### config.mk
export PLATFORM = sky130hd
export DESIGN_NAME = csc_sync_ctrl
export DESIGN_NICKNAME = d
export VERILOG_FILES = /design/src/rtl/csc_sync_ctrl.sv
export SDC_FILE = /design/constraint.sdc
export NUM_CORES = 1
export LEC_CHECK = 0
export ABC_CLOCK_PERIOD_IN_PS = 2340
export BUFFER_PORTS_ARGS = -buffer_cell sky130_fd_sc_hd__buf_4
export CORE_MARGIN = 5
export CORE_UTILIZATION = 25
export CTS_BUF_LIST = sky130_fd_sc_hd__clkbuf_4
export DETAILED_ROUTE_END_ITERATION = 6
export PLACE_DENSITY = 0.39
export SLEW_MARGIN = 20
export SYNTH_ARGS = -nofsm -noshare
export SYNTH_HDL_FRONTEND = slang
export SYNTH_SLANG_ARGS = --single-unit
export TNS_END_PERCENT = 20
### constraint.sdc
create_clock -name clock -period 2.34 [get_ports clock]
set_clock_uncertainty 0.2 [all_clocks]
set_input_delay 0 -clock clock [delete_from_list [all_inputs] [get_ports clock]]
set_output_delay 0 -clock clock [all_outputs]
set_load 0.03 [all_outputs]
### src/rtl/csc_sync_ctrl.sv
// CFEB fiber synchronisation sequencer: waits for stable links, settles, reports
// per-fiber sync-done, and issues bounded automatic resyncs on lost sync.
module csc_sync_ctrl #(
  parameter int MXCFEB       = 7,
  parameter int LINK_STABLE  = 64,
  parameter int LINK_TIMEOUT = 4096,
  parameter int CNTW         = 13
) (
  input  logic              clock,
  input  logic              global_reset_n,
  input  logic              ttc_resync,
  input  logic [MXCFEB-1:0] link_good,
  input  logic [MXCFEB-1:0] cfeb_fiber_enable,
  input  logic              cfebs_lostsync,
  input  logic              cfebs_me1a_lostsync,
  input  logic [7:0]        settle_dly,
  input  logic [3:0]        max_retry,
  output logic [MXCFEB-1:0] cfeb_sync_done,
  output logic              sync_req,
  output logic [3:0]        retry_cnt,
  output logic              sync_fail,
  output logic [2:0]        sync_state
);

  typedef enum logic [2:0] {
    IDLE      = 3'd0,
    WAIT_LINK = 3'd1,
    SETTLE    = 3'd2,
    DONE      = 3'd3,
    RECOVER   = 3'd4,
    FAIL      = 3'd5
  } state_e;

  localparam logic [CNTW-1:0] STABLE_LAST  = CNTW'(LINK_STABLE - 1);
  localparam logic [CNTW-1:0] TIMEOUT_LAST = CNTW'(LINK_TIMEOUT - 1);
  localparam logic [CNTW-1:0] CNT_ONE      = CNTW'(1);

  state_e            state_q, state_d;
  logic              rel_q;
  logic [CNTW-1:0]   stable_q, stable_d;
  logic [CNTW-1:0]   tmo_q, tmo_d;
  logic [7:0]        settle_q, settle_d;
  logic [3:0]        retry_q, retry_d;
  logic              fail_q, fail_d;
  logic              req_q, req_d;
  logic [MXCFEB-1:0] done_q, done_d;
  logic              all_good;
  logic              lost;

  // Disabled fibers count as good so they can never hold off the sequence.
  assign all_good = &(link_good | ~cfeb_fiber_enable);
  assign lost     = cfebs_lostsync | cfebs_me1a_lostsync;

  // NOTE: every always_comb target gets a default first so no latch is inferred.
  always_comb begin
    state_d  = state_q;
    stable_d = stable_q;
    tmo_d    = tmo_q;
    settle_d = settle_q;
    retry_d  = retry_q;
    fail_d   = fail_q;
    req_d    = 1'b0;

    // rel_q is the first release-synchroniser flop; the IDLE state register is the second.
    if (!rel_q) begin
      state_d = IDLE;
    end else if (ttc_resync) begin
      state_d  = WAIT_LINK;
      stable_d = '0;
      tmo_d    = '0;
      settle_d = '0;
      retry_d  = '0;
      fail_d   = 1'b0;
    end else begin
      unique case (state_q)
        IDLE: begin
          state_d  = WAIT_LINK;
          stable_d = '0;
          tmo_d    = '0;
        end
        WAIT_LINK: begin
          tmo_d    = tmo_q + CNT_ONE;
          stable_d = all_good ? stable_q + CNT_ONE : '0;
          if (all_good && stable_q == STABLE_LAST) begin
            state_d  = SETTLE;
            settle_d = settle_dly;
          end else if (tmo_q == TIMEOUT_LAST) begin
            state_d = RECOVER;
          end
        end
        SETTLE: begin
          if (!all_good) begin
            state_d  = WAIT_LINK;
            stable_d = '0;
            tmo_d    = '0;
          end else if (settle_q <= 8'd1) begin
            state_d = DONE;
          end else begin
            settle_d = settle_q - 8'd1;
          end
        end
        DONE: begin
          // A link drop outranks lost-sync: it is not charged as a retry.
          if (!all_good) begin
            state_d  = WAIT_LINK;
            stable_d = '0;
            tmo_d    = '0;
          end else if (lost) begin
            state_d = RECOVER;
          end
        end
        RECOVER: begin
          if (retry_q < max_retry) begin
            req_d    = 1'b1;
            retry_d  = (retry_q == 4'hF) ? retry_q : retry_q + 4'd1;
            state_d  = WAIT_LINK;
            stable_d = '0;
            tmo_d    = '0;
          end else begin
            fail_d  = 1'b1;
            state_d = FAIL;
          end
        end
        FAIL:    state_d = FAIL;
        default: state_d = IDLE;
      endcase
    end

    // Done only while staying in DONE, so it drops on the same edge that leaves DONE.
    done_d = (state_q == DONE && state_d == DONE) ? '1 : '0;
  end

  // NOTE: sequential state uses non-blocking assignments only.
  always_ff @(posedge clock or negedge global_reset_n) begin
    if (!global_reset_n) begin
      rel_q    <= 1'b0;
      state_q  <= IDLE;
      stable_q <= '0;
      tmo_q    <= '0;
      settle_q <= '0;
      retry_q  <= '0;
      fail_q   <= 1'b0;
      req_q    <= 1'b0;
      done_q   <= '0;
    end else begin
      rel_q    <= 1'b1;
      state_q  <= state_d;
      stable_q <= stable_d;
      tmo_q    <= tmo_d;
      settle_q <= settle_d;
      retry_q  <= retry_d;
      fail_q   <= fail_d;
      req_q    <= req_d;
      done_q   <= done_d;
    end
  end

  assign cfeb_sync_done = done_q;
  assign sync_req       = req_q;
  assign retry_cnt      = retry_q;
  assign sync_fail      = fail_q;
  assign sync_state     = state_q;

endmodule

* Word level (Yosys, flattened, before mapping)
Cells that the tools add are included.
** Cells by class
- Divide/modulo/power cells :: 0
- Magnitude comparators :: 2
- Reduce and logical (&&, ||, !) cells :: 13
- Shift-type cells :: 0
- Equal/unequal tests :: 16
- Multipliers :: 0
- Mux-type cells :: 34
- Add/sub/neg operators :: 4
- Bitwise logic cells :: 3
** Operator list (number)
- case mux 13 bit (4 select lines) :: 2
- 2-to-1 mux 13 bit :: 5
- 2-to-1 mux 8 bit :: 4
- 2-to-1 mux 3 bit :: 9
- adder 13 x 1 -> 13 bit (second input constant) :: 2
- case mux 3 bit (6 select lines) :: 1
- 2-to-1 mux 4 bit :: 4
- case mux 8 bit (2 select lines) :: 1
- != test 3 bit (second input constant) :: 5
- equality test 13 x 12 -> 1 bit (second input constant) :: 1
- equality test 13 x 6 -> 1 bit (second input constant) :: 1
- equality test 3 x 2 -> 1 bit (second input constant) :: 3
- <= comparator 8 x 1 -> 1 bit (second input constant) :: 1
- AND reduction 4 bit :: 2
- subtractor 8 x 1 -> 8 bit (second input constant) :: 1
- 2-to-1 mux 1 bit :: 7
- 2-to-1 mux 7 bit :: 1
- inverter 7 bit :: 1
- OR 7 bit :: 1
- AND reduction 7 bit :: 1
- equality test 3 bit (second input constant) :: 2
- AND reduction 5 bit :: 1
- nonzero test 5 bit :: 1
- adder 4 x 1 -> 4 bit (second input constant) :: 1
- other kinds (11) :: 14
** Storage, ports and cells
- Memories :: 0
- Latch bits :: 0
- Memory bits (read-only) :: 0
- Bits in registers :: 51
- Bits of input ports :: 31
- RAM bits :: 0
- Logic and storage cells :: 81

* Longest topological paths before layout
- Depth in word-level cells :: 11
- Mapped depth :: 9
- Mapped depth without buffers :: 8

* Worst setup path after synthesis
Ideal clock, no wire load.
- Path type :: register to register
- Start point :: register retry_q[1], in the netlist retry_cnt[1]
- End point :: register retry_q[0], in the netlist retry_cnt[0]
- Setup time :: 125 ps
- Clock period less this slack :: 2446 ps
- Path slack :: -106 ps
- Path buffers :: 0
- Cell stages (with the launch flop) :: 6
- Required time :: 2015 ps
- Arrival :: 2121 ps
- Cells stage by stage :: dfrtp_1 -> ha_1 -> a2111oi_0 -> o21ai_0 -> a21oi_1 -> mux2_2
** Between the ends
- Longest elaborated chain between the ends :: 3
- Elaborated cells between the ends (all ways) :: 5
** Ends and longest elaborated chain
- start, declared :: RTL line 43 : logic [3:0] retry_q, retry_d;
- start signal, assigned :: RTL line 151 : retry_q <= retry_d;
- < comparator 4 bit or equality test 4 bit (tied branches) :: RTL line 113, 115
- nonzero test 2 bit (no source line) or != test 2 bit (tied branches)
- AND reduction 4 bit (no source line) (*)
Every way passes the cells marked *; elsewhere a longest branch is shown, timed or not.
A chain may end at the register's enable or synchronous reset.

* Worst setup path after layout
- Start point :: register stable_q[6]
- End point :: register settle_q[4]
** Between the ends
- Longest elaborated chain between the ends :: 4
** Ends and longest elaborated chain
- start, declared :: RTL line 40 : logic [CNTW-1:0] stable_q, stable_d;
- start signal, assigned :: RTL line 148 : stable_q <= stable_d;
- equality test 13 x 6 -> 1 bit :: RTL line 84 : if (all_good && stable_q == STABLE_LAST) begin
- logical AND 1 bit :: RTL line 84
- != test 3 bit (no source line)
- AND reduction 5 bit (no source line)
- end signal, assigned :: RTL line 150 : settle_q <= settle_d;
- end, declared :: RTL line 42 : logic [7:0] settle_q, settle_d;
Every way passes these cells.

==> metrics.md <==
| Metric | Value |
|---|---|
| Crit path max fanout | `5` |
| HPWL Detailed | `6000 microns` |
| CP endpoint kind | `flip-flop` |
| Post-synthesis mux area share | `0.740%` |
| Synth area leaders | `dfrtp_1 39%, nor2_1 6.0%, o21ai_0 5.6%, ha_1 3.5%, nand2_1 3.4%` |
| Placed Instances | `541` |
| Area occupied by multi-input gates | `1650 sq um` |
| XOR/XNOR share of the synthesized area | `0.305%` |
| RSZ-0062 raised after global routing | `true` |
| IO Pins | `47` |
| Mapped Avg Cell Area | `8.69 sq um` |
| Worst-Skew Late Latency | `0.38 ns` |
| HP Class | `in -> reg` |
| Ys Warns | `0` |
| Root buf cell | `clkbuf_4` |
| Simple-gate share of the synthesized area | `24.1%` |
| Critical Path AT | `2.36 ns` |
| Most frequent cells after synthesis | `46 x nor2_1, 45 x dfrtp_1, 32 x o21ai_0` |
| Post-Synthesis Cells | `331` |
| Layout cell share with drive strength beyond 1 | `30.3%` |
| Vias per cell | `4.92` |
| Reg clk slew, reported paths | `0.14 ns` |
| Post-Synth Adder-Cell Area | `3.48%` |
| Share of the synthesized area in the top cell type | `39.2%` |
| Fillers | `1174` |
| All-layer global routing usage | `13.0%` |
| Final hold vios | `0` |
| WHS Endpoint | `sync_state[1]` |
| GRT overflow | `0` |
| Initial DRC Count | `212` |
| Synth Area in Compound Gates | `25.8%` |
| Max_cap viols | `0` |
| Die width | `117 microns` |
| CTS Buf Count | `5` |
| Initial antenna violation count | `0` |
| CTS tree | `yes` |
| Sinks on Clock Net | `45` |
| Global-route wire length before repair | `14200 microns` |
| Sequential element share of the synthesized area | `39.2%` |
| FF-to-FF End | `settle_q[4]` |
| # DRC | `0` |
| Crit Path Class | `reg -> reg` |
| Outcome | `finished clean` |
| Pwr dens | `464 nW/um^2` |
| Vias in the first global route | `2828` |
| Final antenna diode count | `0` |
| Die ar. | `13700 sq um` |
| Finished Core Util | `35.0%` |
| Most common cell in the netlist | `nor2_1` |
| Final nets | `467` |
| Pleak | `1.80 nW` |
| Die Y | `117 microns` |
| Main flop type after synthesis | `dfrtp_1` |
| IO Port Bufs | `46` |
| Worst r2r path cells | `7` |
| Minimum clock period | `2.28 ns` |
| Vias | `2814` |
| Layout area overhead | `38.3%` |
| Cell row count | `39` |
| Crit start category | `flip-flop` |
| Cell taking the most area after synthesis | `dfrtp_1` |
| Max clock buf depth | `2` |
| Post-synth ARST share | `100%` |
| Maximum VDD drop | `247 uV` |
| Slew Limit Fails | `0` |
| Max Clk Rate | `438 MHz` |
| Synth Net Count | `370` |
| Synth Cell Area | `2880 sq um` |
| Largest family of logic cells by synthesized area | `compound AO/OA/AOI/OAI gates` |
| Largest net degree at the start of global routing | `39` |
| Pre-antenna DRT Iters | `4` |
| Unique cell type count in the Yosys netlist | `59` |
| Final ANT Viol Nets | `0` |
| Gpl congestion | `0.755` |
| Core Area | `11400 sq um` |
| Hold Crit Depth | `7` |
| Crit share post-route | `97.5%` |
| Final setup violating endpoints | `0` |
| Aggregate routed wire length | `8440 microns` |
| Register area | `1130 sq um` |
| H-tree depth | `2` |
| R2R Path Start | `stable_q[6]` |
| Seq cells post-synth | `45` |
| Starting density of the core | `25.3%` |
| Hold_sp | `link_good[6]` |
| EDFF count, synth | `0` |
| WP data required | `2.42 ns` |
| Non-Filler Instances | `572` |
| Routed length per instance | `14.8 microns` |
| R2R Setup Slk | `0.06 ns` |
-- registers in the layout, indices dropped and copies added, names as in the netlist --
register / flops
cfeb_sync_done: 1
settle_q: 8
rel_q: 1
retry_cnt: 4
tmo_q: 13
stable_q: 13
sync_req: 1
sync_fail: 1
sync_state: 3
-- metal layers --
| layer | share of wire (%) | vias to the layer above | GRT usage, % |
|---|---|---|---|
| met1 | 47 | 1351 | 17.5 |
| li1 | - | 1405 | - |
| met4 | 0.83 | 0 | 2.98 |
| met5 | 0 | - | 0 |
| met2 | 48 | 53 | 21.7 |
| met3 | 3.6 | 5 | 2.37 |
-- cell usage in the layout (no fill, tap or decap), types with 10 or more instances in the layout --
cell type      Yosys  final
dlygate4sd3_1      0     19
o31ai_1           10     10
nand3_1           17     16
nand2_1           26     26
o21ai_0           32     31
buf_4              6     84
dfrtp_1           45     43
inv_1             13     11
nor2_1            46     46
a21oi_1           16     15
-- logic make-up after synthesis --
family,count (synthesis)
fa+ha+maj,8
flops,45
xor+xnor,1
compound gates,108
other cells,1
mux,2
simple gates,135
buf+inv,31
-- per-stage QoR --
| stage | TNS, ns | total power, mW | hold WS (ns) | cell area [sq um] | setup WS, ns |
|---|---|---|---|---|---|
| finish | 0 | 1.85 | 0.0794 | 3980 | 0.0574 |
| CTS | 0 | 1.86 | 0.0631 | 3920 | 0.00357 |
| global placement | -0.0176 | 1.27 | -0.120 | 3570 | -0.00990 |
| detailed placement | -0.0601 | 1.28 | -0.128 | 3570 | -0.0354 |
| global route | -0.222 | 1.96 | 0.0981 | 3980 | -0.0499 |
| floorplan | 0 | 1.06 | -0.496 | 2880 | 0.00622 |
-- worst max-delay path by stage --
stage | startpoint | end | slack (ns) | cells past startpoint
6_report | stable_q[6] | settle_q[4] | 0.06 | 7
5_1_grt | stable_q[6] | settle_q[4] | -0.05 | 7
4_1_cts | retry_cnt[1] | stable_q[10] | 0.004 | 8
3_5_place_dp | settle_q[0] | settle_q[4] | -0.04 | 9
3_3_place_gp | retry_cnt[1] | stable_q[10] | -0.01 | 8
2_1_floorplan | retry_cnt[2] | stable_q[6] | 0.006 | 8
-- where the power goes --
| group | switching (mW) | internal, mW | leakage [nW] | total [mW] |
|---|---|---|---|---|
| clock network | 0.283 | 0.234 | 0.0433 | 0.517 |
| logic | 0.249 | 0.251 | 1.14 | 0.499 |
| registers | 0.0229 | 0.806 | 0.616 | 0.829 |
| total | 0.554 | 1.29 | 1.80 | 1.85 |
-- critical path, cell delays in order, from the launching register on --
cell	delay [ns]
dfrtp_1	0.41
or4_4	0.54
nor4_4	0.20
nand4_2	0.15
a21oi_2	0.19
buf_6	0.16
nor3b_1	0.05
a221o_2	0.29
-- area by class of cell --
cell class                      count  share of cell area [%]
Clock buffer                        6                    1.13
Clock inverter                      2                   0.850
Inverter                           13                    1.23
Multi-Input combinational cell    255                    41.4
Sequential cell                    45                    28.4
Tap cell                          143                    4.50
Timing Repair Buffer              108                    22.5
-- timing repair --
item,CTS,global route
gates resized for setup,8,10
setup buffers,0,2
endpoints found under the hold margin,61,0
gates cloned,1,0
pin swaps,5,5
endpoints found under the setup margin,18,24
hold buffers,20,0
No activity file was read; power rests on OpenSTA's default activity.
